**src/rtl/cga_alu_mdseq.sv**
```systemverilog
// rtl/cga_alu_mdseq.sv - 16-bit unsigned multiply/divide sequencer driving an external RALU
//
// Purpose:
//    Runs a 16-iteration shift/add multiply or restoring divide. Each iteration
//    does one pass through an external combinational RALU, which is driven
//    through the ralu_* outputs and returns ralu_f/ralu_cry in the same cycle.
//
// Ports:
//    sysclk      in   1   sole clock, rising edge
//    sys_rst_n   in   1   asynchronous active-low reset
//    start       in   1   request an operation, sampled only in IDLE
//    op          in   1   0 = unsigned multiply, 1 = unsigned divide
//    opa         in  16   multiplicand / dividend
//    opb         in  16   multiplier / divisor
//    ralu_rn     out 16   RALU RN operand
//    ralu_s      out 16   RALU S operand
//    ralu_log, ralu_fsel, ralu_alui4, ralu_rsn, ralu_ci  out 1  RALU control
//    ralu_f      in  16   RALU result
//    ralu_cry    in   1   RALU carry out (1 = carry / no borrow)
//    busy        out  1   state is not IDLE
//    done        out  1   one-cycle result-valid pulse
//    res_hi      out 16   product[31:16] / remainder
//    res_lo      out 16   product[15:0]  / quotient
//    ovf         out  1   multiply result exceeds 16 bits
//    dz          out  1   divide by zero

`timescale 1ns/1ps

module cga_alu_mdseq (
   input  logic        sysclk,
   input  logic        sys_rst_n,
   input  logic        start,
   input  logic        op,
   input  logic [15:0] opa,
   input  logic [15:0] opb,
   output logic [15:0] ralu_rn,
   output logic [15:0] ralu_s,
   output logic        ralu_log,
   output logic        ralu_fsel,
   output logic        ralu_alui4,
   output logic        ralu_rsn,
   output logic        ralu_ci,
   input  logic [15:0] ralu_f,
   input  logic        ralu_cry,
   output logic        busy,
   output logic        done,
   output logic [15:0] res_hi,
   output logic [15:0] res_lo,
   output logic        ovf,
   output logic        dz
);

   typedef enum logic [1:0] {
      ST_IDLE = 2'd0,
      ST_ITER = 2'd1,
      ST_DONE = 2'd2
   } state_t;

   state_t      r_state;
   state_t      w_state_nxt;
   logic [15:0] r_a;
   logic [15:0] r_q;
   logic [15:0] r_m;
   logic [3:0]  r_cnt;
   logic        r_opr;
   logic        r_ovf;
   logic        r_dz;

   logic [15:0] w_shifted;
   logic [15:0] w_a_nxt;
   logic [15:0] w_q_nxt;
   logic        w_div_zero;

   assign w_div_zero = op && (opb == 16'h0000);

   // State register
   always_ff @(posedge sysclk or negedge sys_rst_n) begin
      if (!sys_rst_n) begin
         r_state <= ST_IDLE;
      end else begin
         r_state <= w_state_nxt;
      end
   end

   // Next state, RALU drive and per-iteration datapath update
   always_comb begin
      w_state_nxt = r_state;
      ralu_rn     = 16'h0000;
      ralu_s      = 16'h0000;
      ralu_log    = 1'b0;
      ralu_fsel   = 1'b0;
      ralu_alui4  = 1'b0;
      ralu_rsn    = 1'b0;
      ralu_ci     = 1'b0;
      w_shifted   = {r_a[14:0], r_q[15]};
      w_a_nxt     = r_a;
      w_q_nxt     = r_q;

      case (r_state)
         ST_IDLE: begin
            if (start) begin
               w_state_nxt = w_div_zero ? ST_DONE : ST_ITER;
            end
         end
         ST_ITER: begin
            if (!r_opr) begin
               // Multiply: add M when the current multiplier bit is set, then
               // shift the 33-bit {carry, A, Q} right by one.
               ralu_rn = r_a;
               ralu_s  = r_q[0] ? r_m : 16'h0000;
               w_a_nxt = {ralu_cry, ralu_f[15:1]};
               w_q_nxt = {ralu_f[0], r_q[15:1]};
            end else begin
               // Restoring divide: trial-subtract M from the shifted partial
               // remainder. The bit shifted out of A counts as bit 16, so a set
               // A[15] means the subtraction always fits.
               ralu_rn    = w_shifted;
               ralu_s     = r_m;
               ralu_alui4 = 1'b1;
               ralu_ci    = 1'b1;
               if (r_a[15] || ralu_cry) begin
                  w_a_nxt = ralu_f;
                  w_q_nxt = {r_q[14:0], 1'b1};
               end else begin
                  w_a_nxt = w_shifted;
                  w_q_nxt = {r_q[14:0], 1'b0};
               end
            end
            if (r_cnt == 4'd15) begin
               w_state_nxt = ST_DONE;
            end
         end
         ST_DONE: begin
            w_state_nxt = ST_IDLE;
         end
         default: begin
            w_state_nxt = ST_IDLE;
         end
      endcase
   end

   // Datapath registers
   always_ff @(posedge sysclk or negedge sys_rst_n) begin
      if (!sys_rst_n) begin
         r_a   <= 16'h0000;
         r_q   <= 16'h0000;
         r_m   <= 16'h0000;
         r_cnt <= 4'd0;
         r_opr <= 1'b0;
         r_ovf <= 1'b0;
         r_dz  <= 1'b0;
      end else begin
         case (r_state)
            ST_IDLE: begin
               if (start) begin
                  r_m   <= opb;
                  r_cnt <= 4'd0;
                  r_opr <= op;
                  r_ovf <= 1'b0;
                  if (w_div_zero) begin
                     // Present dividend as remainder and all-ones quotient.
                     r_a  <= opa;
                     r_q  <= 16'hFFFF;
                     r_dz <= 1'b1;
                  end else begin
                     r_a  <= 16'h0000;
                     r_q  <= opa;
                     r_dz <= 1'b0;
                  end
               end
            end
            ST_ITER: begin
               r_a   <= w_a_nxt;
               r_q   <= w_q_nxt;
               r_cnt <= r_cnt + 4'd1;
               if (r_cnt == 4'd15) begin
                  r_ovf <= !r_opr && (w_a_nxt != 16'h0000);
               end
            end
            default: begin
            end
         endcase
      end
   end

   assign busy   = (r_state != ST_IDLE);
   assign done   = (r_state == ST_DONE);
   assign res_hi = r_a;
   assign res_lo = r_q;
   assign ovf    = r_ovf;
   assign dz     = r_dz;

endmodule

```
**config.mk**
```make
export PLATFORM = sky130hd
export DESIGN_NAME = cga_alu_mdseq
export DESIGN_NICKNAME = d
export VERILOG_FILES = /design/src/rtl/cga_alu_mdseq.sv
export SDC_FILE = /design/constraint.sdc
export NUM_CORES = 1
export LEC_CHECK = 0
export CAP_MARGIN = 25
export CORE_AREA = 5 5 92 115
export DETAILED_ROUTE_END_ITERATION = 10
export DIE_AREA = 0 0 97 120
export PLACE_DENSITY = 0.73
export SYNTH_ARGS = -nofsm -noshare
export SYNTH_HDL_FRONTEND = slang
export SYNTH_SLANG_ARGS = --single-unit
```
**constraint.sdc**
```tcl
create_clock -name sysclk -period 1.8 [get_ports sysclk]
set_clock_uncertainty 0.15 [all_clocks]
set_input_delay 0.36 -clock sysclk [delete_from_list [all_inputs] [get_ports sysclk]]
set_output_delay 0.36 -clock sysclk [all_outputs]
set_load 0.02 [all_outputs]
```
==> flow_metrics.tcl, run 1 <==
set metrics [dict create \
    synth_top_area_cell "dfrtp_1" \
    dr.pass1.iters 5 \
    cts_sinks 57 \
    fin_nets 660 \
    core_area_um2 9459 \
    worst_slack_ns -0.2479 \
    layout-drive-gt1-share_pct 40.59 \
    dp_hpwl_um 9403 \
    rows 40 \
    die_y_um 120 \
    p_per_area_nw_per_um2 1908 \
    wl_per_cell_um 18.78 \
    cts_tree "built" \
    violations "negative setup slack" \
    yosysSeqAreaShare_pct 39.34 \
    cts_buffer_depth 2 \
    grtUsageTotal_pct 22.49 \
    initial_utilization_pct 38.33 \
    dpl_cell_area_um2 5584 \
    place.gp.congestion 0.9138 \
    yosysWarnings 0 \
    syn_inst 418 \
    async_reset_ff_share_pct 100.0 \
    netlist_area_um2 3626 \
    hold_violations 0 \
    antenna_cells 0 \
    synthFlopType "dfrtp_1" \
    synth_top_area_share_pct 39.34 \
    clockRootBuffer "clkbuf_16" \
    synth_cell_type_count 45 \
    antenna_found_initial 0 \
    period_share_pct 113.8 \
    synth.avg_cell_area_um2 8.675 \
    setup_viol 42 \
    crit_type "reg2out" \
    drc 0 \
    total_power_w 0.01226 \
    hold_path.class "in2reg" \
    cap_violations 0 \
    first_iter_violations 269 \
    fin_crit_ns 2.048 \
    fillCellCount 743 \
    drv_slew 0 \
    worstPathRequired_ns 1.29 \
    rsz0062_at_grt "yes" \
    cts_made_buffers 9 \
    num_vias 4024 \
    clk_pin_slew_worst_paths_ns 0.05 \
    leakagePower_nw 2.842 \
    vias_per_cell 5.460 \
    synthTopCellsByArea "dfrtp_1 39%, mux2i_1 9.7%, nor2_1 5.7%, mux2_2 5.6%, nand2_1 4.7%" \
    grt_start_max_net_pins 58 \
    place_ws_ns -0.7678 \
    crit_arrival_ns 1.54 \
    holdWs_ns 0.1823 \
    die_w_um 97 \
    drt_wl_total_um 13840 \
    io_buffers 122 \
    grt_pass1_vias 4151 \
    grt_pass1_wl_um 21140 \
    synth-edff-count 0 \
    design_area_um2 6427 \
    grt-ovfl-total 0 \
    status "complete, but fails checks" \
    drtAntennaViolNets 0 \
    fmax_mhz 488.3 \
    synthToLayoutAreaGrowth_pct 77.26 \
    cp_max_fo 17 \
    h-tree-depth 3 \
    clock_latency_ns 0.33 \
    cp-end-kind "primary output" \
    worstSetupStartpointType "flip-flop" \
    peakVddDrop_mv 0.8884 \
    yosys_register_bits 57 \
    pin_count 126 \
    die-area_um2 11640 \
]
-- placed cells by master (no fill, tap or decap), types with 8 or more instances in the layout --
cell type        instances
o21ai_0                 22
clkdlybuf4s50_1         31
buf_12                  14
nor2_1                  34
nor2_2                   8
dlygate4sd2_1           40
a21oi_1                 17
a211oi_2                14
dfrtp_2                  9
clkbuf_16                9
mux2_2                  18
dfrtp_1                 48
nand2_1                 44
mux2i_1                 25
buf_2                   21
buf_6                   25
o21ai_1                 29
and2_1                  16
nor2_4                  14
buf_4                   66
-- cell usage after synthesis (4+ instances only) --
cell type and count:
a31oi_1 7, a21oi_1 17, and2_1 17, mux2_2 18, nor2_1 55, buf_2 11, nor3_1 4, a22oi_1 4
o21ai_1 22, nand2_1 45, a311oi_1 6, mux2i_1 35, nor4b_1 4, dfrtp_1 57, clkbuf_1 17, a211oi_1 16
o21ai_0 29, or3b_2 5, buf_4 5, nor4_1 4
-- registers in the layout (all words and copies together), names as in the netlist --
| signal | flops |
|---|---|
| r_opr | 1 |
| r_state | 2 |
| res_hi | 16 |
| dz | 1 |
| res_lo | 16 |
| r_m | 16 |
| r_cnt | 4 |
| ovf | 1 |
-- layer usage --
layer	wire length [um]	global-route usage, %	share of wire (%)	vias up
li1	-	-	-	1872
met5	0	0	0	-
met4	364	8.077	2.6	0
met3	1160	8.837	8.4	35
met2	6855	37.22	50	177
met1	5459	26.42	39	1940
-- cell type report --
type / count / area [um^2] / area share, %
multi-input cells: 321 / 2517 / 39.17
repair buffers: 214 / 2013 / 31.32
flip-flops and latches: 57 / 1438 / 22.37
clock buffers: 13 / 250.2 / 3.893
well taps: 126 / 157.7 / 2.453
inverters: 3 / 11.26 / 0.1752
clock inverters: 3 / 40.04 / 0.6229
-- where the power goes --
part           switching [W]  internal, W
clock               0.000592      0.00110
combinational        0.00416      0.00385
sequential          0.000631      0.00193
-- through the flow --
stage	cells	TNS, ns	util [%]
after detailed placement	702	-31.62	59.03
after floorplan	420	-0.1708	-
after global routing	737	-8.683	67.95
after CTS	730	-6.350	64.71
after global placement	702	-30.11	59.03
final	737	-6.822	67.95
-- cells by family (layout without fill, tap and decap cells) --
logic type      count (synthesis)  after routing  share of synthesized area [%]
compound gates                112            112                          18.56
other cells                     1              3                         0.1034
flops                          57             57                          39.34
mux                            53             53                          15.25
fa+ha+maj                       1              1                         0.3450
buf+inv                        42            233                          5.866
simple gates                  152            152                          20.53
-- timing repair --
item	in CTS	in global routing
pin swaps	11	22
hold buffers	1	0
hold endpoints to repair	57	0
endpoints found under the setup margin	106	77
gates resized for setup	274	71
cloned	1	0
setup buffers	11	9
-- worst max-delay path: stages, from the launching register on --
cell,delay [ns]
dfrtp_2,0.47
buf_12,0.19
buf_12,0.13
mux2i_4,0.18
nor2_4,0.11
buf_6,0.12
-- final timing paths --
| check | start | to | slack (ns) | cells past startpoint |
|---|---|---|---|---|
| min reg2reg | r_m[11]$_DFFE_PN0P_ | r_m[11]$_DFFE_PN0P_ | 0.35 | 1 |
| min | opb[12] | r_m[12]$_DFFE_PN0P_ | 0.18 | 2 |
| max in group asynchronous | sys_rst_n | r_opr$_DFFE_PN0P_ | 0.80 | 3 |
| min in group asynchronous | sys_rst_n | r_m[0]$_DFFE_PN0P_ | 0.41 | 3 |
| max | r_opr$_DFFE_PN0P_ | ralu_rn[11] | -0.25 | 5 |
| max reg2reg | res_hi[15]$_DFFE_PN0P_ | ovf$_DFFE_PN0P_ | -0.23 | 6 |
Note: power is estimated with default switching activity, not from simulation.
==> inputs of run 2 (changes only) <==
--- a/config.mk
+++ b/config.mk
@@ -6,10 +6,10 @@
 export NUM_CORES = 1
 export LEC_CHECK = 0
 export CAP_MARGIN = 25
-export CORE_AREA = 5 5 92 115
+export CORE_AREA = 5 5 90 112
 export DETAILED_ROUTE_END_ITERATION = 10
-export DIE_AREA = 0 0 97 120
-export PLACE_DENSITY = 0.73
+export DIE_AREA = 0 0 95 117
+export PLACE_DENSITY = 0.77
 export SYNTH_ARGS = -nofsm -noshare
 export SYNTH_HDL_FRONTEND = slang
 export SYNTH_SLANG_ARGS = --single-unit
==> run 2 against run 1 <==
Effect of this change:
- the flow still finishes with violations (negative setup slack)
- clock-buffer cell count down 2
- sequential share of layout area down 1.6 points
- clock power down 3%
- sequential power up 3%
- fmax down 4.9%
- register-to-register slack worse by 0.12 ns
- cell area up 7.5%
- utilization up 9.0 points
- power up 12%
- flip-flop and latch count unchanged
- largest cell class unchanged
- highest routed layer unchanged
==> flow_metrics.tcl, run 2 (synthesized netlist as in run 1, its figures left out) <==
set metrics [dict create \
    die_w_um 95 \
    antenna_found_initial 0 \
    crit_type "reg2reg" \
    setup_viol 56 \
    peakVddDrop_mv 1.265 \
    drtAntennaViolNets 0 \
    status "complete, but fails checks" \
    place.gp.congestion 0.9750 \
    grt-ovfl-total 0 \
    r2r_cells 6 \
    drc 0 \
    h-tree-depth 3 \
    clock_latency_ns 0.33 \
    layout-drive-gt1-share_pct 50.87 \
    worstPathRequired_ns 1.83 \
    worst_slack_ns -0.3532 \
    grt_pass1_wl_um 21500 \
    dr.pass1.iters 6 \
    mostFrequentLayoutCell "buf_4" \
    die_y_um 117 \
    drv_slew 0 \
    crit_arrival_ns 2.19 \
    die-area_um2 11120 \
    antenna_cells 0 \
    dp_hpwl_um 9414 \
    initial_utilization_pct 40.38 \
    rows 39 \
    cts_sinks 57 \
    io_buffers 122 \
    period_share_pct 119.6 \
    cts_buffer_depth 2 \
    core_area_um2 8979 \
    grtUsageTotal_pct 25.31 \
    r2r_setup_slack_ns -0.35 \
    hold_violations 0 \
    leakagePower_nw 3.019 \
    cts_made_buffers 9 \
    fin_nets 684 \
    hold_path.class "in2reg" \
    grt_pass1_vias 4204 \
    wl_per_cell_um 21.03 \
    worstSetupStartpointType "flip-flop" \
    p_per_area_nw_per_um2 1981 \
    first_iter_violations 277 \
    grt_start_max_net_pins 58 \
    cap_violations 0 \
    dp_cells 703 \
    rsz0062_at_grt "yes" \
    clk_pin_slew_worst_paths_ns 0.06 \
    cp_max_fo 6 \
    pin_count 126 \
    fin_crit_ns 2.153 \
    layout_common_cells "83 x buf_4, 54 x buf_6, 48 x dfrtp_1, 44 x nand2_1, 34 x dlygate4sd2_1" \
    vias_per_cell 5.735 \
    fmax_mhz 464.4 \
    cts_tree "built" \
    violations "negative setup slack" \
    clockRootBuffer "clkbuf_16" \
    worstHoldStart "opb[5]" \
    cp-end-kind "flip-flop" \
    holdWs_ns 0.1724 \
    instances_no_fill 758 \
    critical_path.startpoint "res_hi[15]$_DFFE_PN0P_" \
    cp-endpoint "ovf$_DFFE_PN0P_" \
    r2r_end "ovf$_DFFE_PN0P_" \
    r2r_start "res_hi[15]$_DFFE_PN0P_" \
    drt_wl_total_um 15940 \
    num_vias 4347 \
    synthToLayoutAreaGrowth_pct 90.55 \
]
-- run 2: cell types whose count changed in the layout (fill, tap and decap cells not counted), sizes merged --
cell,before,now
bufinv,1,0
dlygate4sd2,40,34
clkbuf,16,21
buf,128,151
clkinv,2,3
dlymetal6s2s,5,6
clkdlybuf4s15,6,5
clkinvlp,0,2
-- run 2: critical path, cell delays in order (launching register included) --
cell and delay (ns):
dfrtp_2 0.41, buf_6 0.14, o21ai_2 0.14, a31oi_2 0.13, or4_4 0.54, o32ai_4 0.32, a41oi_2 0.16
-- run 2: worst min-delay path by stage --
stage / to / slack, ns / cells after the start
final: r_m[5]$_DFFE_PN0P_ / 0.17 / 2
after global routing: r_m[5]$_DFFE_PN0P_ / 0.18 / 2
after CTS: r_m[14]$_DFFE_PN0P_ / 0.28 / 2
after detailed placement: r_m[0]$_DFFE_PN0P_ / 0.24 / 2
after global placement: r_m[3]$_DFFE_PN0P_ / 0.24 / 2
after floorplan: dz$_DFFE_PN0P_ / -0.09 / 0
-- run 2: power by group --
part	leakage (nW)	internal, W	switching, W
combinational	2.20	0.00473	0.00467
clock	0.137	0.000999	0.000655
sequential	0.685	0.00193	0.000704
total	3.02	0.00766	0.00603
-- run 2: final cells by class --
class | count | area (um^2)
clock buffers | 11 | 252.7
clock inverters | 5 | 30.03
fillers | 542 | 2069
inverters | 3 | 11.26
multi-input cells | 321 | 2726
flip-flops and latches | 57 | 1438
well taps | 123 | 153.9
repair buffers | 238 | 2297
-- run 2: through the flow --
| step | power, W | util [%] | area [um^2] | setup WS, ns | TNS (ns) |
|---|---|---|---|---|---|
| CTS | 0.01237 | 71.11 | 6385 | -0.3181 | -7.218 |
| global route | 0.01438 | 76.95 | 6909 | -0.4049 | -12.95 |
| floorplan | 0.006441 | - | 3764 | -0.1178 | -0.1708 |
| global placement | 0.009606 | 62.35 | 5598 | -0.7626 | -29.16 |
| finish | 0.01369 | 76.95 | 6909 | -0.3532 | -10.30 |
| detailed placement | 0.009761 | 62.35 | 5598 | -0.8734 | -32.82 |
-- run 2: repair_timing --
action | CTS | global route
gates cloned | 2 | 1
pin swaps | 24 | 50
endpoints found under the hold margin | 57 | 0
endpoints found under the setup margin | 106 | 80
hold buffers | 1 | 0
setup buffers | 15 | 30
gates resized for setup | 348 | 124
-- run 2: per-layer routing --
layer / part of all wire (%) / track usage (%) / routed length (um) / vias up
met5: 0 / 0 / 0 / -
met4: 6.2 / 9.817 / 983 / 0
met3: 9.2 / 8.696 / 1459 / 80
met2: 50 / 44.64 / 8040 / 260
met1: 34 / 27.95 / 5459 / 2084
li1: - / - / - / 1923
